$ cat src/rtl/exception_pkg.sv
// rtl/exception_pkg.sv - shared ExcCode constants and types for the exception unit
package exception_pkg;

    localparam logic [4:0] EXC_INT  = 5'd0;
    localparam logic [4:0] EXC_MOD  = 5'd1;
    localparam logic [4:0] EXC_TLBL = 5'd2;
    localparam logic [4:0] EXC_TLBS = 5'd3;
    localparam logic [4:0] EXC_ADEL = 5'd4;
    localparam logic [4:0] EXC_ADES = 5'd5;
    localparam logic [4:0] EXC_SYS  = 5'd8;
    localparam logic [4:0] EXC_BP   = 5'd9;
    localparam logic [4:0] EXC_RI   = 5'd10;
    localparam logic [4:0] EXC_OV   = 5'd12;

    typedef enum logic [1:0] {
        EV_NONE,
        EV_INT,
        EV_EXC,
        EV_ERET
    } event_t;

    typedef enum logic {
        S_IDLE,
        S_REDIRECT
    } exu_state_t;

endpackage

$ cat src/rtl/exception_priority.sv
// rtl/exception_priority.sv - picks the commit event: interrupt, exception, ERET, none
module exception_priority
    import exception_pkg::*;
(
    input  logic   accept,
    input  logic   int_pending,
    input  logic   exc_valid,
    input  logic   is_eret,
    output event_t ev
);

    // Interrupts beat synchronous exceptions, which beat ERET; nothing without a handshake
    always_comb begin
        ev = EV_NONE;
        if (accept) begin
            if (int_pending) begin
                ev = EV_INT;
            end else if (exc_valid) begin
                ev = EV_EXC;
            end else if (is_eret) begin
                ev = EV_ERET;
            end
        end
    end

endmodule

$ cat src/rtl/exception_unit.sv
// rtl/exception_unit.sv - commit-stage exception/ERET sequencer driving cp0 and fetch redirect
module exception_unit
    import exception_pkg::*;
#(
    parameter logic [31:0] EXC_VECTOR = 32'hBFC00380,
    parameter logic [4:0]  INT_CODE   = 5'd0
) (
    input  logic        clk,
    input  logic        rst,
    input  logic        commit_valid,
    output logic        commit_ready,
    input  logic [31:0] commit_pc,
    input  logic        commit_is_branch,
    input  logic        commit_is_eret,
    input  logic        commit_exc_valid,
    input  logic [4:0]  commit_exc_code,
    input  logic        commit_badvaddr_en,
    input  logic [31:0] commit_badvaddr,
    input  logic        commit_probe_fail,
    input  logic [31:0] epc_address,
    input  logic        allow_interrupt,
    input  logic [7:0]  interrupt_flag,
    output logic        exp_en,
    output logic        exp_badvaddr_en,
    output logic [31:0] exp_badvaddr,
    output logic        exp_bd,
    output logic [4:0]  exp_code,
    output logic [31:0] exp_epc,
    output logic        exl_clean,
    output logic        exp_probe_failure,
    output logic        flush,
    output logic        redirect_valid,
    output logic [31:0] redirect_pc,
    input  logic        redirect_ready
);

    exu_state_t  state;
    exu_state_t  state_nxt;
    event_t      ev;
    logic        accept;
    logic        int_pending;
    logic        in_ds;
    logic [31:0] last_branch_pc;
    logic [4:0]  last_code;
    logic        last_bd;
    logic [4:0]  trap_code;

    // Held low while reset is asserted so every output reads 0 during reset
    assign commit_ready   = rst & (state == S_IDLE);
    assign accept         = commit_valid & commit_ready;
    assign redirect_valid = (state == S_REDIRECT);
    assign trap_code      = (ev == EV_INT) ? INT_CODE : commit_exc_code;

    exception_priority u_priority (
        .accept      (accept),
        .int_pending (int_pending),
        .exc_valid   (commit_exc_valid),
        .is_eret     (commit_is_eret),
        .ev          (ev)
    );

    // State register
    always_ff @(posedge clk or negedge rst) begin
        if (!rst) begin
            state <= S_IDLE;
        end else begin
            state <= state_nxt;
        end
    end

    // Leave IDLE on any event; stay in REDIRECT until fetch takes the new PC
    always_comb begin
        state_nxt = state;
        case (state)
            S_IDLE: begin
                if (ev != EV_NONE) begin
                    state_nxt = S_REDIRECT;
                end
            end
            S_REDIRECT: begin
                if (redirect_ready) begin
                    state_nxt = S_IDLE;
                end
            end
            default: state_nxt = S_IDLE;
        endcase
    end

    // Interrupt request sampled one cycle ahead of the commit that takes it
    always_ff @(posedge clk or negedge rst) begin
        if (!rst) begin
            int_pending <= 1'b0;
        end else begin
            int_pending <= allow_interrupt & (|interrupt_flag);
        end
    end

    // cp0 write port, redirect target and delay-slot tracking
    always_ff @(posedge clk or negedge rst) begin
        if (!rst) begin
            exp_en            <= 1'b0;
            flush             <= 1'b0;
            exp_badvaddr_en   <= 1'b0;
            exp_badvaddr      <= 32'd0;
            exp_bd            <= 1'b0;
            exp_code          <= 5'd0;
            exp_epc           <= 32'd0;
            exl_clean         <= 1'b0;
            exp_probe_failure <= 1'b0;
            redirect_pc       <= 32'd0;
            in_ds             <= 1'b0;
            last_branch_pc    <= 32'd0;
            last_code         <= 5'd0;
            last_bd           <= 1'b0;
        end else begin
            exp_en <= (ev != EV_NONE);
            flush  <= (ev != EV_NONE);
            case (ev)
                EV_INT, EV_EXC: begin
                    exl_clean         <= 1'b0;
                    exp_bd            <= in_ds;
                    exp_epc           <= in_ds ? last_branch_pc : commit_pc;
                    exp_code          <= trap_code;
                    exp_badvaddr_en   <= (ev == EV_EXC) & commit_badvaddr_en;
                    exp_badvaddr      <= commit_badvaddr;
                    exp_probe_failure <= commit_probe_fail;
                    last_code         <= trap_code;
                    last_bd           <= in_ds;
                    redirect_pc       <= EXC_VECTOR;
                    in_ds             <= 1'b0;
                end
                EV_ERET: begin
                    // Cause is rewritten with its saved value so ERET leaves it unchanged
                    exl_clean         <= 1'b1;
                    exp_epc           <= epc_address;
                    exp_code          <= last_code;
                    exp_bd            <= last_bd;
                    exp_badvaddr_en   <= 1'b0;
                    redirect_pc       <= epc_address;
                    in_ds             <= 1'b0;
                end
                default: begin
                    if (accept) begin
                        in_ds <= commit_is_branch;
                        if (commit_is_branch) begin
                            last_branch_pc <= commit_pc;
                        end
                    end
                end
            endcase
        end
    end

endmodule

$ cat config.mk
export PLATFORM = sky130hd
export DESIGN_NAME = exception_unit
export DESIGN_NICKNAME = d
export VERILOG_FILES = /design/src/rtl/exception_pkg.sv /design/src/rtl/exception_priority.sv /design/src/rtl/exception_unit.sv
export SDC_FILE = /design/constraint.sdc
export NUM_CORES = 1
export LEC_CHECK = 0
export CORE_MARGIN = 2
export CORE_UTILIZATION = 45
export DETAILED_ROUTE_END_ITERATION = 6
export DONT_BUFFER_PORTS = 1
export PLACE_DENSITY_LB_ADDON = 0.3
export SLEW_MARGIN = 20
export SYNTH_ARGS = -nofsm -noshare
export SYNTH_HDL_FRONTEND = slang
export SYNTH_HIERARCHICAL = 1
export SYNTH_SLANG_ARGS = --single-unit
$ cat constraint.sdc
create_clock -name clk -period 6.3 [get_ports clk]
set_input_delay 1.26 -clock clk [delete_from_list [all_inputs] [get_ports clk]]
set_output_delay 1.26 -clock clk [all_outputs]
set_load 0.02 [all_outputs]
---- Yosys cells after proc, flatten, opt, wreduce, memory -nomap -nowiden ----
Index checks and enable logic that the tools add are counted.
storage, ports and cells
  bits in registers ....................... 147
  logic and storage cells ................. 48
  input port bits ......................... 119
cells by class
  multiplexer cells ....................... 17
  eq/ne operators ......................... 3
  bitwise logic cells ..................... 6
  reduce and logical (&&, ||, !) cells .... 7
operator list
  operator                                        number
  one-hot mux 32 bit (2 select lines)             2
  two-way mux 32 bit                              1
  one-hot mux 5 bit (2 select lines)              1
  two-way mux 2 bit                               4
  one-hot mux 1 bit (2 select lines)              4
  OR reduction 8 bit                              1
  nonzero test 2 bit                              3
  two-way mux 5 bit                               1
  bitwise AND 1 bit                               4
  == test 2 bit (second input constant)           2
  two-way mux 1 bit                               4
  AND reduction 3 bit                             1
  OR reduction 3 bit                              1
  == test 2 x 1 -> 1 bit (second input constant)  1
  NOT 1 bit                                       2
  OR reduction 2 bit                              1

---- Logic depth before layout (Yosys ltp) ----
Gate-level depths: netlist of run 1.
  word-level depth ........................ 8
  gate-level depth with buffers ........... 9

---- Modules after synthesis ----
Netlist of run 1, hierarchy kept.
modules (own cells, without submodules)
  module              cells an instance  area an instance (µm²)  times used  sequential area each (µm²)
  exception_unit      535                6,522.5                 1           3,678.5
  exception_priority  4                  25.0                    1           0.0

---- Worst setup path after synthesis of run 1 ----
OpenSTA, ideal clock, no wires.
  path type ............................... input -> register
  from .................................... input rst
  to ...................................... register exp_badvaddr[0]
  data required time ...................... 6,175 ps
  stages .................................. 7
  setup slack ............................. 3,228 ps
  library setup time ...................... 125 ps
  buffers on the path ..................... 2
  data arrival time ....................... 2,947 ps
  path through ............................ and3b_1 -> nor3b_1 -> inv_1 -> ha_1 -> clkbuf_1 -> buf_2 -> mux2_2
on the way
  cells in the longest elaborated chain, start to end .. 5
RTL lines
  element                                                  RTL line                  source
  start: declaration                                       exception_unit.sv:9       input logic rst,
  bitwise AND 1 bit *                                      exception_unit.sv:49      assign commit_ready = rst & (state == S_IDLE);
  bitwise AND 1 bit *                                      exception_unit.sv:50      assign accept = commit_valid & commit_ready;
  two-way mux 2 bit *                                      exception_priority.sv:15  if (accept) begin
  net ev[1]                                                exception_unit.sv:39      event_t ev;
  == test 2 x 1 -> 1 bit or == test 2 bit (tied branches)  exception_unit.sv:118     case (ev)
  OR reduction 2 bit *                                     exception_unit.sv:118
  end signal: assignment                                   exception_unit.sv:125     exp_badvaddr <= commit_badvaddr;
  end: declaration                                         exception_unit.sv:25      output logic [31:0] exp_badvaddr,
The timed path passes the listed nets; every way through them passes the cells marked *.
A chain may end at the register's enable or synchronous reset.

---- Worst setup path in the final report of run 1 ----
  from .................................... input rst
  to ...................................... register last_branch_pc[1]
on the way
  cells in the longest elaborated chain, start to end .. 7
RTL lines
  element                                                  RTL line                  source
  bitwise AND 1 bit *                                      exception_unit.sv:49
  bitwise AND 1 bit *                                      exception_unit.sv:50
  two-way mux 2 bit *                                      exception_priority.sv:15
  net ev[1]                                                exception_unit.sv:39
  == test 2 x 1 -> 1 bit or == test 2 bit (tied branches)  exception_unit.sv:118
  OR reduction 3 bit (no line) *                           n/a
  NOT 1 bit (no line) *                                    n/a
  AND reduction 3 bit (no line) *                          n/a
  end signal: assignment                                   exception_unit.sv:146     last_branch_pc <= commit_pc;
  end: declaration                                         exception_unit.sv:43      logic [31:0] last_branch_pc;
Marked as above.

==> summary.txt, run 1 <==
Clock network
  – Htree depth: 4
  – CTS hold repair buffers: 0
  – CTS max path bufs: 2
  – Total clock sinks: between 100 and 150
  – CTS tree: done
  – Setup Buffers After CTS: 0
  – Post-cts sizing count: 0
  – Num CTS Buffers: 17
  – CTS clk-pin slew, worst paths: roughly 0.060 ns
  – Worst skew pair latency: between 0.4 and 0.5 ns
  – Clock root buffer master: clkbuf_16

Timing
  – Final hold violations: 0
  – Fmax: 289 MHz
  – Tmin final: between 3 and 4 ns
  – Final number of setup-violating endpoints: 0
  – Least-Margin Pin Slew: around 1.0 ns
  – Setup_tns: 0 ns
  – Clock Skew: 0.00664 ns
  – Final setup margin: between 2 and 3 ns
  – Slew Viols, Final: 0
  – Slew margin rel.: 0.302
  – RSZ-0062 raised after global routing: false
  – Final Cycle Share: 0.548

Cells and area
  – Fin cells: 716
  – Finished layout cell area: ~7200 um^2
  – Most frequent cells in the layout: dfrtp_1 (146), nand2_1 (81), mux2_2 (70)
  – Most common cell after layout, fill and taps aside: dfrtp_1
  – Area growth from synthesis to layout: 9.84%
  – Layout cells sized above 1: 0.252
  – Final net count: between 600 and 700
  – Fillers: roughly 1200
  – Antenna diodes: 0

Floorplan
  – I/O Pins: ~230
  – Starting Density: 0.456
  – Chip width: around 120 um
  – # rows: 44
  – Height of the die: ~120 um
  – Die area: approximately 16000 um^2
  – Core area: between 10000 and 15000 um^2

Setup path
  – Max incr delay on CP: 0.78 ns
  – Crit path from: rst
  – Critical path data arrival time: between 3 and 4 ns
  – CP Capture Type: flop
  – Critical path class: input pin to flop
  – Crit-path max FO: around 150
  – CP Launch Type: input pin
  – R2r setup slk: around 3.3 ns
  – Cell Chain, Critical Path: and3b_1 -> nor3b_1 -> inv_1 -> ha_4 -> and3_4 -> mux2_2
  – Worst endpoint required time: 6.60 ns
  – R2r startpoint: redirect_valid$_DFF_PN0_
  – Crit-path slowest cell: and3_4

Placement
  – GP Congestion: around 0.77
  – PortBufs: 0
  – DP Area: roughly 6600 um^2
  – Placement Setup Slack: approximately 2.5 ns
  – DP Cell Count: between 600 and 700
  – Hpwl dp: a little over 9000 um

Power
  – Highest ir drop seen on vdd: about 0.0002 V
  – Static Leakage: between 3 and 4 nW
  – Cell Pwr Density: around 410 nW/um^2

Global routing
  – First-pass GRT wire length: ~23000 um
  – Number of global-route vias before repair: between 4000 and 5000
  – Initial antenna violation count: 0
  – Largest net degree at the start of global routing: 150
  – GRT Util Overall: 0.184
  – GR Overflow Total: 0

Yosys
  – Compound-Gate Fraction of Synth Area: 0.0657
  – XOR/XNOR share of the synthesized area: 0
  – Yosys reg bits: around 150
  – Avg Cell Area, Syn: around 12 um^2
  – Main combinational cell family by area after synthesis: multiplexers
  – Top post-synthesis cells by area: dfrtp_1 (56%), mux2_2 (12%), mux2_4 (6.7%)
  – Cell taking the most area after synthesis: dfrtp_1
  – Top-area cell type share of the netlist area: 0.562
  – Post-synthesis cell type count: 30
  – Syn_nets: roughly 660
  – Mux cell area share after synthesis: 0.239
  – Cell Area, Synth: approximately 6500 um^2
  – Synth warnings: 6
  – Simple-Gate Fraction of Synth Area: 0.0805
  – Synth Area in Adders: 0.00764
  – Sequential-to-total area share from yosys stat: 0.562
  – Mapped Cells: ~540

Routing
  – Routed vias: between 3000 and 4000
  – Routed Antenna Nets: 0
  – Via density per instance: 5.47
  – WL/cell: between 15 and 20 um
  – DRT Pass-1 Iters: 4
  – WL final: 14100 um
  – DRC Markers: 0
  – Detailed router's first-iteration violation count: approximately 200

Run
  – Max Cap Viol: 0

Status
  – Status: finished, final reports clean

Worst hold path
  – Hold path startpoint: last_branch_pc[0]$_DFFE_PN0P_
  – Worst min-delay path class: flop to flop
metal layers:
layer | vias up | GRT usage | wire length [um]
met5 | - | 0 | 0
met4 | 0 | 0.0661 | 249
met3 | 23 | 0.0863 | 1460
met2 | 174 | 0.283 | 6500
met1 | 1916 | 0.227 | 5860
li1 | 1806 | - | -
synth_stat cells (all sizes together):
library cell    n
clkbuf         17
and2b           1
nand2          81
nor2            1
dfrtp         147
o21a            1
inv            20
nor4            2
and3            1
a21boi          1
nor3b          18
and3b           1
o31ai           1
ha              4
nand3b          5
mux2           99
o21ai          63
buf            23
mux2i          34
o21bai          1
nor2b           1
a21oi          17
stage by stage:
step	utilization	power (mW)	hold WS, ns
floorplan	-	1.83	0.475
global placement	0.459	1.90	0.488
detailed placement	0.459	1.93	0.490
CTS	0.501	2.97	0.507
global route	0.501	3.09	0.518
finish	0.501	2.94	0.501
kinds of logic (layout without fill, tap and decap cells):
| logic type | after synthesis | after routing |
|---|---|---|
| AO/OA/AOI/OAI | 84 | 84 |
| adder cells (fa/ha/maj) | 4 | 4 |
| buffers and inverters | 60 | 53 |
| flip-flops | 147 | 147 |
| multiplexers | 133 | 133 |
| AND/OR/NAND/NOR | 111 | 111 |
registers in the layout, summed over array words and instances, names as in the netlist:
register / cells
flush: 1
last_branch_pc: 32
in_ds: 1
exp_epc: 32
exp_code: 5
redirect_pc: 32
exp_badvaddr: 32
redirect_valid: 1
exl_clean: 1
int_pending: 1
last_bd: 1
exp_bd: 1
exp_badvaddr_en: 1
exp_probe_failure: 1
last_code: 5
critical path: cells and delay by family:
family / cells / cell delay (ns)
fa+ha+maj: 1 / 0.59
buf+inv: 1 / 0.13
simple gates: 3 / 1.26
mux: 1 / 0.41
final timing paths:
check | cells after the start | end
min | 1 | last_branch_pc[0]$_DFFE_PN0P_
min reg2reg | 1 | last_branch_pc[0]$_DFFE_PN0P_
max in group asynchronous | 0 | in_ds$_DFFE_PN0P_
max | 6 | last_branch_pc[1]$_DFFE_PN0P_
min in group asynchronous | 0 | redirect_pc[4]$_DFFE_PN0P_
max reg2reg | 6 | last_branch_pc[1]$_DFFE_PN0P_
power by group:
group	switching, mW	leakage (nW)	internal (mW)
sequential	0.364	1.78	1.17
clock	0.396	0.294	0.635
combinational	0.135	0.979	0.240
total	0.894	3.06	2.05
layout make-up:
cell class / count / area, um^2 / share of cell area
multi-input cells: 332 / 2600 / 0.361
clock buffers: 20 / 447 / 0.0621
flip-flops and latches: 147 / 3680 / 0.512
inverters: 20 / 75.1 / 0.0104
repair buffers: 1 / 7.51 / 0.00104
well taps: 184 / 230 / 0.0320
clock inverters: 12 / 156 / 0.0217
(Power assumes the default switching activity.)
==> run 2, diff against run 1 <==
==> constraint.sdc (replaced) <==
create_clock -name clk -period 2.9 [get_ports clk]
set_input_delay 0.58 -clock clk [delete_from_list [all_inputs] [get_ports clk]]
set_output_delay 0.58 -clock clk [all_outputs]
set_load 0.02 [all_outputs]
==> summary.txt, run 2 (synthesis results as in run 1) <==
Global routing
  – Largest net degree at the start of global routing: 150 (unchanged)
  – GR Util met3: 0.0945 (+0.00816)
  – GR Overflow Total: 0 (unchanged)
  – Number of global-route vias before repair: 4167 (+0.53%)
  – Busiest grt layer: met2
  – Met1 usage: 0.211 (-0.0164)
  – Met2 usage: 0.291 (+0.00804)
  – Initial antenna violation count: 0 (unchanged)
  – GRT Util Overall: 0.182 (-0.00212)
  – First-pass GRT wire length: 22300 um (-1.1%)

Cells and area
  – Final net count: 645 (+0.47%)
  – Most frequent cells in the layout: dfrtp_1 (146), nand2_1 (81), mux2_2 (70)
  – Antenna diodes: 0 (unchanged)
  – Area of the multi-input gates: 2600 um^2 (unchanged)
  – Most common cell after layout, fill and taps aside: dfrtp_1
  – Storage element area: 3680 um^2 (unchanged)
  – Layout cells sized above 1: 0.258 (+0.00606)
  – Area growth from synthesis to layout: 10.8%
  – Fillers: 1234 (-0.88%)

Setup path
  – CP Launch Type: flop
  – Crit-path max FO: 33 (-78%)
  – Crit-path slowest cell: and3_4
  – Max incr delay on CP: 0.61 ns (-0.17 ns)
  – CP delay by family, top: simple AND/OR/NAND/NOR gates
  – Cell Chain, Critical Path: and3b_1 -> o21a_1 -> inv_1 -> ha_4 -> and3_4 -> mux2_2
  – Critical path data arrival time: 2.71 ns (-1.04 ns)
  – WP buf/inv: 1 (unchanged)
  – Worst endpoint required time: 3.19 ns (-3.41 ns)
  – Critical path class: flop to flop
  – CP Capture Type: flop

Power
  – Switching share of power: 0.300 (-0.00375)
  – Internal power: 4.50 mW (+120%)
  – Static Leakage: 3.09 nW (+1.0%)
  – Clock power frac: 0.354 (+0.004)
  – Cell Pwr Density: 886 nW/um^2 (+120%)
  – Switching power: 1.93 mW (+120%)
  – Highest ir drop seen on vdd: 0.000393 V (+98%)
  – Flop pwr share: 0.518 (-0.004)
  – Power, Total: 6.43 mW (+120%)
  – Comb power frac: 0.128 (about the same)

Routing
  – Routed vias: 3866 (-1.4%)
  – Detailed router's first-iteration violation count: 181 (-10%)
  – DRT Pass-1 Iters: 4 (unchanged)
  – WL/cell: 19.4 um (-1.4%)
  – Via density per instance: 5.38 (-1.8%)
  – Routed Antenna Nets: 0 (unchanged)
  – DRC Markers: 0 (unchanged)
  – WL final: 13900 um (-0.95%)

Timing
  – Slew margin rel.: 0.441 (+0.139)
  – RSZ-0062 raised after global routing: false
  – Fmax: between 400 and 500 MHz
  – Final number of setup-violating endpoints: 0 (unchanged)
  – Clock Skew: 0.00872 ns (+0.00208 ns)
  – Least-Margin Pin Slew: 0.839 ns (-0.208 ns)
  – Slew Viols, Final: 0 (unchanged)
  – Setup_tns: 0 ns (unchanged)
  – Final setup margin: 0.477 ns (-2.37 ns)
  – Tmin final: ~2.4 ns
  – Final Cycle Share: 0.836
  – Final hold violations: 147 (+147)
  – Hold Slack: -0.138 ns (-0.639 ns)

Floorplan
  – Die area: 15500 um^2 (unchanged)
  – I/O Pins: 228 (unchanged)
  – Height of the die: 125 um (unchanged)
  – # rows: 44 (unchanged)
  – Chip width: 125 um (unchanged)
  – Core area: 14400 um^2 (unchanged)
  – Starting Density: 0.456 (unchanged)

Clock network
  – Num CTS Buffers: 17 (unchanged)
  – Total clock sinks: 147 (unchanged)
  – Worst skew pair latency: 0.41 ns (about the same)
  – CTS max path bufs: 2 (unchanged)
  – Setup Buffers After CTS: 0 (unchanged)
  – Clock root buffer master: clkbuf_16
  – Post-cts sizing count: 0 (unchanged)
  – Htree depth: 4 (unchanged)
  – CTS tree: done
  – CTS clk-pin slew, worst paths: 0.06 ns (about the same)

Status
  – Status: finished, violations left
  – Failing checks: hold timing

Placement
  – PortBufs: 0 (unchanged)
  – GP Congestion: 0.769 (+0.16%)
  – Placement Setup Slack: 0.374 ns (-2.11 ns)
  – Hpwl dp: 9070 um (-0.53%)

Worst hold path
  – Worst min-delay path class: input pin to asynchronous set/reset pin

Run
  – Max Cap Viol: 0 (unchanged)
run 2: cell types whose count changed in the layout (fill, tap and decap cells not counted), sizes merged:
cell,change
inv,+1
clkbuf,+1
clkinvlp,+1
buf,+3
clkinv,-3
run 2: stage by stage:
step | utilization | hold WS (ns) | area (um^2) | std cells
floorplan | - | 0.284 | 6550 | 539
global placement | 0.462 | 0.287 | 6640 | 687
detailed placement | 0.462 | 0.287 | 6640 | 687
CTS | 0.505 | -0.157 | 7260 | 719
global route | 0.505 | -0.162 | 7260 | 719
finish | 0.505 | -0.138 | 7260 | 719
run 2: area by class of cell:
cell class,instances,share of cell area
flip-flops and latches,147,0.507
clock buffers,21,0.0648
well taps,184,0.0317
clock inverters,11,0.0207
multi-input cells,332,0.358
inverters,20,0.0103
repair buffers,4,0.00759
run 2: per-layer routing:
metal / wire length [um] / up-vias
met1: 5620 / 1865
met3: 1620 / 19
met5: 0 / -
met2: 6480 / 174
met4: 205 / 0
li1: - / 1808
run 2: path summary, 6_finish.rpt:
| kind | start | end | slack, ns | cells after the start |
|---|---|---|---|---|
| setup / recovery | redirect_valid$_DFF_PN0_ | last_branch_pc[0]$_DFFE_PN0P_ | 0.48 | 6 |
| hold / removal | rst | exp_epc[5]$_DFFE_PN0P_ | -0.14 | 0 |
| setup reg to reg | redirect_valid$_DFF_PN0_ | last_branch_pc[0]$_DFFE_PN0P_ | 0.48 | 6 |
| hold reg to reg | last_branch_pc[4]$_DFFE_PN0P_ | last_branch_pc[4]$_DFFE_PN0P_ | 0.50 | 1 |
| max in group asynchronous | rst | in_ds$_DFFE_PN0P_ | 2.80 | 0 |
| min in group clk | redirect_ready | redirect_valid$_DFF_PN0_ | 0.25 | 1 |
run 2: power groups by stage:
stage	Clock (mW)	Combinational (mW)	Sequential (mW)
3_5_place_dp	0	0.832	3.36
4_1_cts	2.33	0.833	3.34
6_report	2.28	0.820	3.33
2_1_floorplan	0	0.766	3.22
5_1_grt	2.42	0.917	3.39
3_3_place_gp	0	0.782	3.36
